--- src/rtl/pc_gen.sv ---
// Instruction-fetch PC generator: sequential fetch, flush/branch redirect, and a
// one-entry buffer that holds a branch resolved while fetch is stalled.
module pc_gen #(
  parameter int              AW         = 32,
  parameter logic [AW-1:0]   RESET_VEC  = '0,
  parameter int              INC        = 4,
  parameter int              STALL_W    = 6,
  parameter int              ALIGN_BITS = 2
) (
  input  logic               clk,
  input  logic               rst,
  input  logic [STALL_W-1:0] stall,
  input  logic               flush,
  input  logic [AW-1:0]      new_pc,
  input  logic               branch_flag_i,
  input  logic [AW-1:0]      branch_target_address_i,
  output logic [AW-1:0]      pc,
  output logic               ce,
  output logic               pc_misaligned_o,
  output logic               redirect_pending_o
);

  logic [AW-1:0] pc_q, pc_d;
  logic          ce_q;
  logic          pend_vld_q, pend_vld_d;
  logic [AW-1:0] pend_addr_q, pend_addr_d;

  // Priority: disabled fetch > flush > stall > live branch > pending > increment.
  always_comb begin
    pc_d        = pc_q;
    pend_vld_d  = pend_vld_q;
    pend_addr_d = pend_addr_q;
    if (!ce_q) begin
      pc_d       = RESET_VEC;
      pend_vld_d = 1'b0;
    end else if (flush) begin
      pc_d       = new_pc;
      pend_vld_d = 1'b0;
    end else if (stall[0]) begin
      if (branch_flag_i) begin
        pend_addr_d = branch_target_address_i;
        pend_vld_d  = 1'b1;
      end
    end else if (branch_flag_i) begin
      pc_d       = branch_target_address_i;
      pend_vld_d = 1'b0;
    end else if (pend_vld_q) begin
      pc_d       = pend_addr_q;
      pend_vld_d = 1'b0;
    end else begin
      pc_d = pc_q + AW'(INC);
    end
  end

  // pc has no reset of its own: it is reloaded from RESET_VEC once ce is seen low.
  always_ff @(posedge clk) begin
    pc_q <= pc_d;
    if (rst) begin
      ce_q        <= 1'b0;
      pend_vld_q  <= 1'b0;
      pend_addr_q <= '0;
    end else begin
      ce_q        <= 1'b1;
      pend_vld_q  <= pend_vld_d;
      pend_addr_q <= pend_addr_d;
    end
  end

  generate
    if (ALIGN_BITS == 0) begin : g_no_align
      assign pc_misaligned_o = 1'b0;
    end else begin : g_align
      assign pc_misaligned_o = ce_q & (|pc_q[ALIGN_BITS-1:0]);
    end
    if (STALL_W > 1) begin : g_stall_hi
      logic unused_stall;
      assign unused_stall = ^stall[STALL_W-1:1];
    end
  endgenerate

  assign pc                 = pc_q;
  assign ce                 = ce_q;
  assign redirect_pending_o = pend_vld_q;

endmodule

--- config.mk ---
export PLATFORM = sky130hd
export DESIGN_NAME = pc_gen
export DESIGN_NICKNAME = d
export VERILOG_FILES = /design/src/rtl/pc_gen.sv
export SDC_FILE = /design/constraint.sdc
export NUM_CORES = 1
export LEC_CHECK = 0
export ABC_AREA = 1
export CAP_MARGIN = 15
export CELL_PAD_IN_SITES_DETAIL_PLACEMENT = 1
export CELL_PAD_IN_SITES_GLOBAL_PLACEMENT = 2
export CORE_ASPECT_RATIO = 1.25
export CORE_MARGIN = 10
export CORE_UTILIZATION = 27
export DETAILED_ROUTE_END_ITERATION = 10
export MAX_ROUTING_LAYER = met4
export PLACE_DENSITY_LB_ADDON = 0.15
export RECOVER_POWER = 50
export SYNTH_ARGS = -nofsm -noshare
export SYNTH_HDL_FRONTEND = slang
export SYNTH_SLANG_ARGS = --single-unit
--- constraint.sdc ---
create_clock -name clk -period 3.2 [get_ports clk]
set_input_delay 0.48 -clock clk [delete_from_list [all_inputs] [get_ports clk]]
set_output_delay 0.48 -clock clk [all_outputs]
set_load 0.01 [all_outputs]
==> run_results.csv <==
group,metric,value,unit
run_status,status,"completed",
setup_path,critPathArrivalTime,2.76,ns
drt,drc,0,
drt,drt_iter0_drc,181,
cells_and_area,diodes,0,
power_and_ir_drop,power_switching,691.9,uW
timing,timing.fmax,403.3,MHz
placed_design,placed_cell_area,5216,um^2
power_and_ir_drop,pwr_density_cell,434.5,nW/um^2
die,fp.dieArea,20320,um^2
die,rows,50,
die,core-area,14830,um^2
cells_and_area,mostFrequentLayoutCells,"nand2_1 (162), nor2_1 (98), clkdlybuf4s50_1 (67)",
timing,grt_setup_unrepaired,"false",
synthesis,synthFlopType,"dfxtp_1",
min_path,hp-class,"register to register",
grt,globalRoute.totalOverflow,0,
power_and_ir_drop,p_int,1.698,mW
cells_and_area,layout.cells.non_filler,916,
timing,relSlewSlack,38.10,%
cells_and_area,post-route-cell-area,5502,um^2
cells_and_area,n_fill_cell,1889,
grt,grt_pass1_vias,4854,
clocking,postCtsSetupBuffers,0,
timing,slew_violations,0,
setup_path,path_class,"input pin to register",
setup_path,crit_path_max_incr_delay,0.72,ns
die,ios,109,
power_and_ir_drop,power_frac_clock,43.1,%
timing,layout_worst_path_cycle_share,77.49,%
timing,finalClockSkew,0.002515,ns
power_and_ir_drop,p_comb_share,17.8,%
synthesis,syn_inst,637,
clocking,clk_pin_slew_worst_paths,0.06,ns
drt,wl,16.60,mm
synthesis,synth_edf_count,0,
clocking,cts_buffers,9,
clocking,tritoncts,"yes",
setup_path,crit_path_end_kind,"register",
drt,vias,4526,
clocking,ctsHoldBuffers,0,
drt,detail-route-antenna-nets,0,
synthesis,seq_area_frac_synth,32.63,%
cells_and_area,areaGrowthSynthToFinish,35.88,%
synthesis,async_flop_share,0,%
timing,period_minus_slack,2.480,ns
grt,grt_pass1_wl,25.77,mm
setup_path,cp_slowest_cell,"nor2_1",
power_and_ir_drop,leakagePower,2.295,nW
die,die_w,129.5,um
placed_design,dp.cells,900,
timing,finalSetupTns,0,ns
synthesis,syn_area,4049,um^2
grt,grt_start_max_net_pins,51,
drt,dr.pass1.iters,4,
clocking,clkLatencyLatePin,0.35,ns
grt,grt_use_total,16.80,%
cells_and_area,final_nets,804,
power_and_ir_drop,p_sw_share,28.95,%
clocking,root_buffer,"clkbuf_16",
cells_and_area,layout_commonest_cell,"nand2_1",
grt,antenna_found_initial,0,
drt,routed_via_density,4.941,
power_and_ir_drop,seqPwrFrac,39.1,%
die,die_h,156.9,um
clocking,clock_path_buffers,2,
run,maxCapViolations,0,
drt,routedWlPerCell,18.12,um
die,initial_core_util,27.31,%
cells_and_area,post-route-util,37.11,%
synthesis,synth.distinct_cells,38,
timing,tightest_slew,0.9251,ns
power_and_ir_drop,ir_drop,231.1,uV
power_and_ir_drop,power.total,2.390,mW
setup_path,start_kind,"input pin",
placed_design,io_buffers,103,
placed_design,place.gp.congestion,0.8363,
cells_and_area,drive_gt1_share,7.357,%
clocking,htreeDepth,3,
setup_path,path_max_fanout,12,
timing,setup_viol,0,
setup_path,path_cells,"dlygate4sd3_1, buf_4, nor2_1, inv_1, nor3b_1, o221ai_1, o21ai_0",
synthesis,ys_warn_count,0,
clocking,cts_resized,0,
placed_design,dp_hpwl,12.57,mm
synthesis,synth_seq_cells,66,
setup_path,crit_required,3.48,ns
clocking,numClockSinks,66,
synthesis,synth.net_count,712,
timing,report.final.hold_viol_count,0,
synthesis,syn_area_per_cell,6.356,um^2
## synth_stat cells (4+ instances only)
master    count  share of area (%)
a211oi_1      4               0.74
nand3_1      35                4.3
nand2_1     162                 15
nand2_2       5               0.77
nand2_4       5                1.4
clkbuf_1     13                1.2
nor2_1       98                9.1
nand3b_1      5               0.93
inv_2         5               0.46
buf_2         9                1.1
dfxtp_1      66                 33
buf_4         6                1.1
nor2_4        7                1.9
a21oi_1      57                7.0
o21ai_0      62                7.7
o21bai_1      4               0.74
nor2_2        7                1.1
o21ai_1       6               0.74
xnor2_1       5                1.1
inv_1        45                4.2
## worst max-delay path, delay by kind of cell
kind                   cells  cell delay, ns
AO/OA/AOI/OAI              2            0.22
AND/OR/NAND/NOR            2            0.99
buffers and inverters      3            1.06
## cells by family (layout without fill, tap and decap cells)
kind of cell	after synthesis	count (layout)	synth area share, %
and+or+nand+nor	332	332	36.80
buffers and inverters	81	178	8.436
AOI/OAI and AO/OA	152	152	20.74
DFF	66	66	32.63
adders and majority gates	1	1	0.3090
xor gates and xnor gates	5	5	1.082
## worst paths after layout
| kind | start | to | slack, ns | cells past startpoint |
|---|---|---|---|---|
| worst max register to register | redirect_pending_o$_SDFFE_PP0P_ | pc[5]$_SDFFE_PN0N_ | 0.98 | 5 |
| worst min-delay path | pend_addr_q[0]$_SDFFE_PP0P_ | pend_addr_q[0]$_SDFFE_PP0P_ | 0.45 | 2 |
| worst max-delay path | branch_flag_i | pc[5]$_SDFFE_PN0N_ | 0.72 | 7 |
| worst min register to register | pend_addr_q[0]$_SDFFE_PP0P_ | pend_addr_q[0]$_SDFFE_PP0P_ | 0.45 | 2 |
## through the flow
stage | worst slack [ns] | hold slack (ns)
6_report | 0.7203 | 0.4543
5_1_grt | 0.5176 | 0.4864
4_1_cts | 0.8123 | 0.4536
3_5_place_dp | 0.4464 | 0.4455
3_3_place_gp | 0.4779 | 0.4354
2_1_floorplan | 1.655 | 0.4244
## state kept, by name, indices dropped and copies added, names as in the netlist
name and cells:
redirect_pending_o 1, pc 32, ce 1, pend_addr_q 32
## layout make-up
class,count,area [um^2],share of cell area (%)
Clock inverter,4,51.30,0.9325
Tap cell,182,227.7,4.139
Sequential cell,66,1321,24.02
Clock buffer,12,246.5,4.480
Multi-Input combinational cell,490,2374,43.14
Timing Repair Buffer,110,1084,19.70
Inverter,52,197.7,3.593
## routing by layer
metal	wire length, um	vias up	GRT usage (%)
met5	0	-	-
met4	446	0	7.135
met3	871	25	4.005
met2	8327	88	28.40
met1	6956	2156	18.53
li1	-	2257	-
## power by group through the flow
stage / Combinational, mW / Clock, mW / Sequential, mW
after global routing: 0.472 / 1.08 / 0.945
after CTS: 0.449 / 1.06 / 0.938
after floorplan: 0.197 / 0 / 0.948
final: 0.426 / 1.03 / 0.935
after global placement: 0.440 / 0 / 0.954
after detailed placement: 0.446 / 0 / 0.955
Power figures use the tool's default switching activity.
